**src/rtl/mips_multicycle_ctrl_pkg.sv**
```systemverilog
// Shared types and encodings for the multicycle MIPS control unit.
// The ALU block decodes the same ALUControl codes defined here.
package mips_pkg;

  typedef enum logic [3:0] {
    S_FETCH   = 4'd0,
    S_DECODE  = 4'd1,
    S_MEMADR  = 4'd2,
    S_MEMRD   = 4'd3,
    S_MEMWB   = 4'd4,
    S_MEMWR   = 4'd5,
    S_RTYPEEX = 4'd6,
    S_RTYPEWB = 4'd7,
    S_BEQEX   = 4'd8,
    S_ADDIEX  = 4'd9,
    S_ADDIWB  = 4'd10,
    S_JEX     = 4'd11,
    S_HALT    = 4'd12
  } state_t;

  localparam logic [5:0] OP_LW    = 6'b100011;
  localparam logic [5:0] OP_SW    = 6'b101011;
  localparam logic [5:0] OP_RTYPE = 6'b000000;
  localparam logic [5:0] OP_BEQ   = 6'b000100;
  localparam logic [5:0] OP_ADDI  = 6'b001000;
  localparam logic [5:0] OP_J     = 6'b000010;

  localparam logic [5:0] FN_ADD = 6'b100000;
  localparam logic [5:0] FN_SUB = 6'b100010;
  localparam logic [5:0] FN_AND = 6'b100100;
  localparam logic [5:0] FN_OR  = 6'b100101;
  localparam logic [5:0] FN_SLT = 6'b101010;
  localparam logic [5:0] FN_NOR = 6'b100111;

  localparam logic [2:0] ALUC_AND = 3'b000;
  localparam logic [2:0] ALUC_OR  = 3'b001;
  localparam logic [2:0] ALUC_ADD = 3'b010;
  localparam logic [2:0] ALUC_UNK = 3'b011;
  localparam logic [2:0] ALUC_NOR = 3'b100;
  localparam logic [2:0] ALUC_SUB = 3'b110;
  localparam logic [2:0] ALUC_SLT = 3'b111;

  localparam logic [1:0] ALUOP_ADD   = 2'b00;
  localparam logic [1:0] ALUOP_SUB   = 2'b01;
  localparam logic [1:0] ALUOP_FUNCT = 2'b10;

  localparam logic [1:0] SRCB_B    = 2'b00;
  localparam logic [1:0] SRCB_FOUR = 2'b01;
  localparam logic [1:0] SRCB_IMM  = 2'b10;
  localparam logic [1:0] SRCB_BOFS = 2'b11;

  localparam logic [1:0] PCSRC_ALU  = 2'b00;
  localparam logic [1:0] PCSRC_OUT  = 2'b01;
  localparam logic [1:0] PCSRC_JUMP = 2'b10;

  typedef struct packed {
    logic       iord;
    logic       irwrite;
    logic       memwrite;
    logic       regwrite;
    logic       regdst;
    logic       memtoreg;
    logic       pcwrite;
    logic       branch;
    logic       alusrca;
    logic [1:0] alusrcb;
    logic [1:0] pcsrc;
    logic [1:0] aluop;
  } ctrl_t;

  function automatic logic op_is_legal(input logic [5:0] op);
    logic legal;
    case (op)
      OP_LW, OP_SW, OP_RTYPE, OP_BEQ, OP_ADDI, OP_J: legal = 1'b1;
      default:                                       legal = 1'b0;
    endcase
    return legal;
  endfunction

endpackage

```
**src/rtl/mips_multicycle_ctrl_alu_decoder.sv**
```systemverilog
// Combinational ALU decoder: maps (ALUOp, Funct) to the ALUControl code.
module alu_decoder
  import mips_pkg::*;
(
  input  logic [1:0] aluop,
  input  logic [5:0] funct,
  output logic [2:0] alucontrol
);

  // ALUOp selects a fixed operation, or hands the choice to the funct field
  always_comb begin
    alucontrol = ALUC_ADD;
    case (aluop)
      ALUOP_ADD: alucontrol = ALUC_ADD;
      ALUOP_SUB: alucontrol = ALUC_SUB;
      ALUOP_FUNCT: begin
        case (funct)
          FN_ADD:  alucontrol = ALUC_ADD;
          FN_SUB:  alucontrol = ALUC_SUB;
          FN_AND:  alucontrol = ALUC_AND;
          FN_OR:   alucontrol = ALUC_OR;
          FN_SLT:  alucontrol = ALUC_SLT;
          FN_NOR:  alucontrol = ALUC_NOR;
          default: alucontrol = ALUC_UNK;
        endcase
      end
      default: alucontrol = ALUC_UNK;
    endcase
  end

endmodule

```
**src/rtl/mips_multicycle_ctrl_chk.sv**
```systemverilog
// Protocol checker for the control unit; carries assertions only, no logic.
module mips_multicycle_ctrl_chk
  import mips_pkg::*;
(
  input logic       clk,
  input logic       reset_n,
  input logic [3:0] state,
  input logic       pcen,
  input logic       memwrite,
  input logic       illegal
);

  a_fetch_to_decode: assert property (@(posedge clk) disable iff (!reset_n)
    (state == S_FETCH) |=> (state == S_DECODE));

  a_fetch_pcen_once: assert property (@(posedge clk) disable iff (!reset_n)
    (state == S_FETCH) |=> !pcen);

  a_memwrite_state: assert property (@(posedge clk) disable iff (!reset_n)
    memwrite |-> (state == S_MEMWR));

  a_illegal_state: assert property (@(posedge clk) disable iff (!reset_n)
    illegal |-> (state == S_DECODE));

  a_halt_absorbs: assert property (@(posedge clk) disable iff (!reset_n)
    (state == S_HALT) |=> (state == S_HALT));

endmodule

```
**src/rtl/mips_multicycle_ctrl.sv**
```systemverilog
// Multicycle MIPS control FSM: sequences fetch/decode/execute/memory/writeback
// and drives the shared datapath selects and write enables.
module mips_multicycle_ctrl
  import mips_pkg::*;
#(
  parameter logic HALT_ON_ILLEGAL = 1'b0
) (
  input  logic       clk,
  input  logic       reset_n,
  input  logic [5:0] Op,
  input  logic [5:0] Funct,
  input  logic       Zero,
  output logic [2:0] ALUControl,
  output logic       ALUSrcA,
  output logic [1:0] ALUSrcB,
  output logic [1:0] PCSrc,
  output logic       IorD,
  output logic       IRWrite,
  output logic       MemWrite,
  output logic       RegWrite,
  output logic       RegDst,
  output logic       MemtoReg,
  output logic       PCEn,
  output logic       Illegal,
  output logic [3:0] State
);

  state_t     state_r;
  state_t     next_s;
  ctrl_t      ctrl_s;
  logic       illegal_s;
  logic [2:0] aluctl_s;

  // State register; reset lands directly in FETCH
  always_ff @(posedge clk or negedge reset_n) begin
    if (!reset_n) begin
      state_r <= S_FETCH;
    end else begin
      state_r <= next_s;
    end
  end

  // Next-state logic
  always_comb begin
    next_s = S_FETCH;
    case (state_r)
      S_FETCH: next_s = S_DECODE;
      S_DECODE: begin
        case (Op)
          OP_LW, OP_SW: next_s = S_MEMADR;
          OP_RTYPE:     next_s = S_RTYPEEX;
          OP_BEQ:       next_s = S_BEQEX;
          OP_ADDI:      next_s = S_ADDIEX;
          OP_J:         next_s = S_JEX;
          default: begin
            if (HALT_ON_ILLEGAL) begin
              next_s = S_HALT;
            end else begin
              next_s = S_FETCH;
            end
          end
        endcase
      end
      S_MEMADR: begin
        if (Op == OP_SW) begin
          next_s = S_MEMWR;
        end else begin
          next_s = S_MEMRD;
        end
      end
      S_MEMRD:   next_s = S_MEMWB;
      S_MEMWB:   next_s = S_FETCH;
      S_MEMWR:   next_s = S_FETCH;
      S_RTYPEEX: next_s = S_RTYPEWB;
      S_RTYPEWB: next_s = S_FETCH;
      S_ADDIEX:  next_s = S_ADDIWB;
      S_ADDIWB:  next_s = S_FETCH;
      S_BEQEX:   next_s = S_FETCH;
      S_JEX:     next_s = S_FETCH;
      S_HALT:    next_s = S_HALT;
      default:   next_s = S_FETCH;
    endcase
  end

  // Moore output decode; anything not set here stays deasserted
  always_comb begin
    ctrl_s = '0;
    case (state_r)
      S_FETCH: begin
        ctrl_s.irwrite = 1'b1;
        ctrl_s.alusrcb = SRCB_FOUR;
        ctrl_s.aluop   = ALUOP_ADD;
        ctrl_s.pcsrc   = PCSRC_ALU;
        ctrl_s.pcwrite = 1'b1;
      end
      S_DECODE: begin
        ctrl_s.alusrcb = SRCB_BOFS;
        ctrl_s.aluop   = ALUOP_ADD;
      end
      S_MEMADR, S_ADDIEX: begin
        ctrl_s.alusrca = 1'b1;
        ctrl_s.alusrcb = SRCB_IMM;
        ctrl_s.aluop   = ALUOP_ADD;
      end
      S_MEMRD: ctrl_s.iord = 1'b1;
      S_MEMWR: begin
        ctrl_s.iord     = 1'b1;
        ctrl_s.memwrite = 1'b1;
      end
      S_MEMWB: begin
        ctrl_s.memtoreg = 1'b1;
        ctrl_s.regwrite = 1'b1;
      end
      S_RTYPEEX: begin
        ctrl_s.alusrca = 1'b1;
        ctrl_s.alusrcb = SRCB_B;
        ctrl_s.aluop   = ALUOP_FUNCT;
      end
      S_RTYPEWB: begin
        ctrl_s.regdst   = 1'b1;
        ctrl_s.regwrite = 1'b1;
      end
      S_ADDIWB: ctrl_s.regwrite = 1'b1;
      S_BEQEX: begin
        ctrl_s.alusrca = 1'b1;
        ctrl_s.alusrcb = SRCB_B;
        ctrl_s.aluop   = ALUOP_SUB;
        ctrl_s.pcsrc   = PCSRC_OUT;
        ctrl_s.branch  = 1'b1;
      end
      S_JEX: begin
        ctrl_s.pcsrc   = PCSRC_JUMP;
        ctrl_s.pcwrite = 1'b1;
      end
      S_HALT:  ctrl_s = '0;
      default: ctrl_s = '0;
    endcase
  end

  // Illegal opcode flag is a DECODE-only indication
  always_comb begin
    if (state_r == S_DECODE) begin
      illegal_s = !op_is_legal(Op);
    end else begin
      illegal_s = 1'b0;
    end
  end

  alu_decoder u_alu_decoder (
    .aluop      (ctrl_s.aluop),
    .funct      (Funct),
    .alucontrol (aluctl_s)
  );

  // Write-type outputs are held off while reset is asserted, independent of the clock
  assign IRWrite  = ctrl_s.irwrite  & reset_n;
  assign MemWrite = ctrl_s.memwrite & reset_n;
  assign RegWrite = ctrl_s.regwrite & reset_n;
  assign PCEn     = (ctrl_s.pcwrite | (ctrl_s.branch & Zero)) & reset_n;
  assign Illegal  = illegal_s & reset_n;

  assign ALUControl = aluctl_s;
  assign ALUSrcA    = ctrl_s.alusrca;
  assign ALUSrcB    = ctrl_s.alusrcb;
  assign PCSrc      = ctrl_s.pcsrc;
  assign IorD       = ctrl_s.iord;
  assign RegDst     = ctrl_s.regdst;
  assign MemtoReg   = ctrl_s.memtoreg;
  assign State      = state_r;

  mips_multicycle_ctrl_chk u_chk (
    .clk      (clk),
    .reset_n  (reset_n),
    .state    (state_r),
    .pcen     (PCEn),
    .memwrite (MemWrite),
    .illegal  (Illegal)
  );

endmodule

```
**config.mk**
```make
export PLATFORM = sky130hd
export DESIGN_NAME = mips_multicycle_ctrl
export DESIGN_NICKNAME = d
export VERILOG_FILES = /design/src/rtl/mips_multicycle_ctrl_pkg.sv /design/src/rtl/mips_multicycle_ctrl_alu_decoder.sv /design/src/rtl/mips_multicycle_ctrl_chk.sv /design/src/rtl/mips_multicycle_ctrl.sv
export SDC_FILE = /design/constraint.sdc
export NUM_CORES = 1
export LEC_CHECK = 0
export ABC_AREA = 1
export BUFFER_PORTS_ARGS = -buffer_cell sky130_fd_sc_hd__buf_2
export CORE_MARGIN = 5
export CORE_UTILIZATION = 44
export CTS_CLUSTER_SIZE = 14
export DETAILED_ROUTE_END_ITERATION = 16
export GPL_TIMING_DRIVEN = 0
export HOLD_SLACK_MARGIN = 0.02
export PLACE_DENSITY = 0.89
export RECOVER_POWER = 50
export REMOVE_ABC_BUFFERS = 1
export SLEW_MARGIN = 20
export SYNTH_ARGS = -nofsm -noshare
export SYNTH_HDL_FRONTEND = slang
export SYNTH_SLANG_ARGS = --single-unit
```
**constraint.sdc**
```tcl
create_clock -name clk -period 1.35 [get_ports clk]
set_input_delay 0.0675 -clock clk [delete_from_list [all_inputs] [get_ports clk]]
set_output_delay 0.0675 -clock clk [all_outputs]
set_load 0.01 [all_outputs]
```
==> results.md <==
* Worst Path Arrival at 1450 ps
* Syn-to-layout area delta at 60.1%
* Largest register FFs at 4
* Core area at 1490 um^2
* Power, Total at 0.00152 W
* First-pass GRT wire length at 3720 um
* # port buffers at 34
* Place WS at 96.5 ps
* CP Data Required Time at 1280 ps
* Final Hold Viols at 0
* Inserted Clock Buffers at 3
* Synthesized flop and latch total at 4
* Maxcap violations at 0
* Syn. warnings at 0
* Setup CP Type: reg2out
* CTS Sinks at 4
* Initial Utilization at 46.0%
* CP Max Fanout at 4
* Gr usage total at 18.3%
* Leakage at 0.723 nW
* Root Buffer: clkbuf_4
* Reg2reg setup slack at -30 ps
* Routed WL at 2500 um
* DIE AREA at 2440 um^2
* Worst hold slack at 193 ps
* Metal1 wirelength at 966 um
* Failing checks: setup timing
* Row cnt at 14
* Fmax at 659 MHz
* Fin util at 73.6%
* CTS max path bufs at 2
* Avg Vias per Cell at 5.18
* Slew @ Worst Pin at 304 ps
* Pin count of the biggest net entering global routing at 8
* Congestion Overflow GR at 0
* Leading area contributor after synthesis: nand2_1
* Die X at 49.4 um
* Clock latency on the worst-skew pair at 240 ps
* Reg area at 104 um^2
* Syn avg cell area at 5.11 um^2
* Fin crit share at 112%
* Slew Limit Headroom at 79.7%
* Status: finished with violations
* DP HPWL at 1670 um
* DR WL/cell at 12.3 um
* Top Ports at 35
* Ranking of synthesized cells by area: nand2_1 25%, dfrtp_1 15%, inv_1 14%
* Cell variety after synth at 17
* Seq/Total Area, Yosys at 14.6%
* VDD IR max at 0.837 mV
* DR DRC count at 0
* Fin. max-slew vios at 0
* Clock-pin slew on the worst setup and hold paths at 40 ps
* Routability cong. at 0.886
* Filler instances at 113
* Most frequent cells in the layout: 43 x nand2_1, 33 x buf_2, 23 x nor2_1, 18 x inv_1, 14 x buf_4
* Metal2 WL at 1280 um
* CP Launch Type: flip-flop
* Area fraction of the dominant cell type after synthesis at 24.7%
* Setup violations, final at 12
* Post-synthesis cell count at 134
* Routed Antenna Nets at 0
* # nets final at 205
* Most common cell after layout, fill and taps aside: nand2_1
* Pwr Density at 1390 nW/um^2
* Vias in the first global route at 978
* Worst min path class: in2async
* Initial antenna violation count at 0
* Final Critical Period at 1520 ps
* Setup Skew at 5.24 ps
* Metal3 WL at 182 um
* Via Count at 1057
* Synthesized area at 684 um^2
* Final WS setup at -167 ps
* H-Tree Depth at 1
* First-pass DRT Iterations at 4
* Die height at 49.4 um
* Number of diodes at 0
* Worst setup EP type: primary output
* Multi-input combinational cell area at 527 um^2
* CTS tree: done
* Fraction of layout cells with a size suffix above 1 at 43.6%
* DR iter-0 viols at 9
* RSZ-0062 raised after global routing: yes
* Max Used Layer: met4
## cells by family (layout without fill, tap and decap cells)
| group | Yosys count | count (layout) | share of synthesized area, % |
|---|---|---|---|
| AND/OR/NAND/NOR | 94 | 94 | 62.5 |
| AO/OA/AOI/OAI | 9 | 9 | 7.68 |
| buffers and inverters | 27 | 81 | 15.2 |
| flip-flops | 4 | 4 | 14.6 |
## Yosys cell counts
cell type / count
a21oi_1: 2
a31oi_2: 1
dfrtp_1: 4
inv_1: 25
inv_2: 1
inv_4: 1
nand2_1: 45
nand2_2: 1
nand2_4: 2
nand3_1: 13
nand3b_1: 1
nand4_1: 1
nor2_1: 25
nor2_2: 2
nor2_4: 4
o21ai_0: 5
o21ai_1: 1
## report_power, final
group / switching, W / total, W / internal [W]
registers: 0.0000749 / 0.000239 / 0.000164
clock network: 0.0000510 / 0.000151 / 0.0000995
logic: 0.000654 / 0.00113 / 0.000475
total: 0.000780 / 0.00152 / 0.000738
## worst paths after layout
| path | cells after the start | startpoint | to |
|---|---|---|---|
| worst min-delay path | 2 | reset_n | State[3] |
| max in group asynchronous | 2 | reset_n | State[0] |
| worst max-delay path | 7 | State[1] | ALUControl[0] |
| worst min register to register | 4 | State[0] | State[3] |
| worst max register to register | 8 | State[1] | State[2] |
| min in group clk | 5 | Op[2] | State[1] |
## layer usage
| layer | global-route usage (%) | vias up |
|---|---|---|
| li1 | - | 515 |
| met1 | 18.7 | 489 |
| met2 | 35.0 | 44 |
| met3 | 2.75 | 9 |
| met4 | 9.17 | 0 |
| met5 | 0 | - |
## timing repair
item | 4_1_cts | 5_1_grt
setup endpoints to repair | 9 | 14
pin swaps | 8 | 5
hold endpoints to repair | 4 | 0
gates resized for setup | 17 | 12
hold buffers | 1 | 0
setup buffers | 11 | 5
## critical path, stage by stage (launching register included)
cell and delay (ps):
dfrtp_1 420, inv_2 90, nor2_1 210, nand2_4 110, nor2_4 100, nand3_1 90
nand2_1 70, buf_2 120
## stage by stage
| step | TNS [ps] | instances | instance area (um^2) |
|---|---|---|---|
| finish | -851 | 204 | 1100 |
| global route | -1580 | 204 | 1100 |
| CTS | -373 | 199 | 1020 |
| detailed placement | 0 | 184 | 875 |
| global placement | 0 | 184 | 875 |
| floorplan | 0 | 134 | 684 |
## final cells by class
| cell class | count | area share [%] |
|---|---|---|
| inverters | 27 | 9.93 |
| repair buffers | 51 | 28.7 |
| flip-flops and latches | 4 | 9.47 |
| clock buffers | 3 | 2.05 |
| multi-input cells | 103 | 48.1 |
| well taps | 16 | 1.83 |
(Power assumes the default switching activity.)
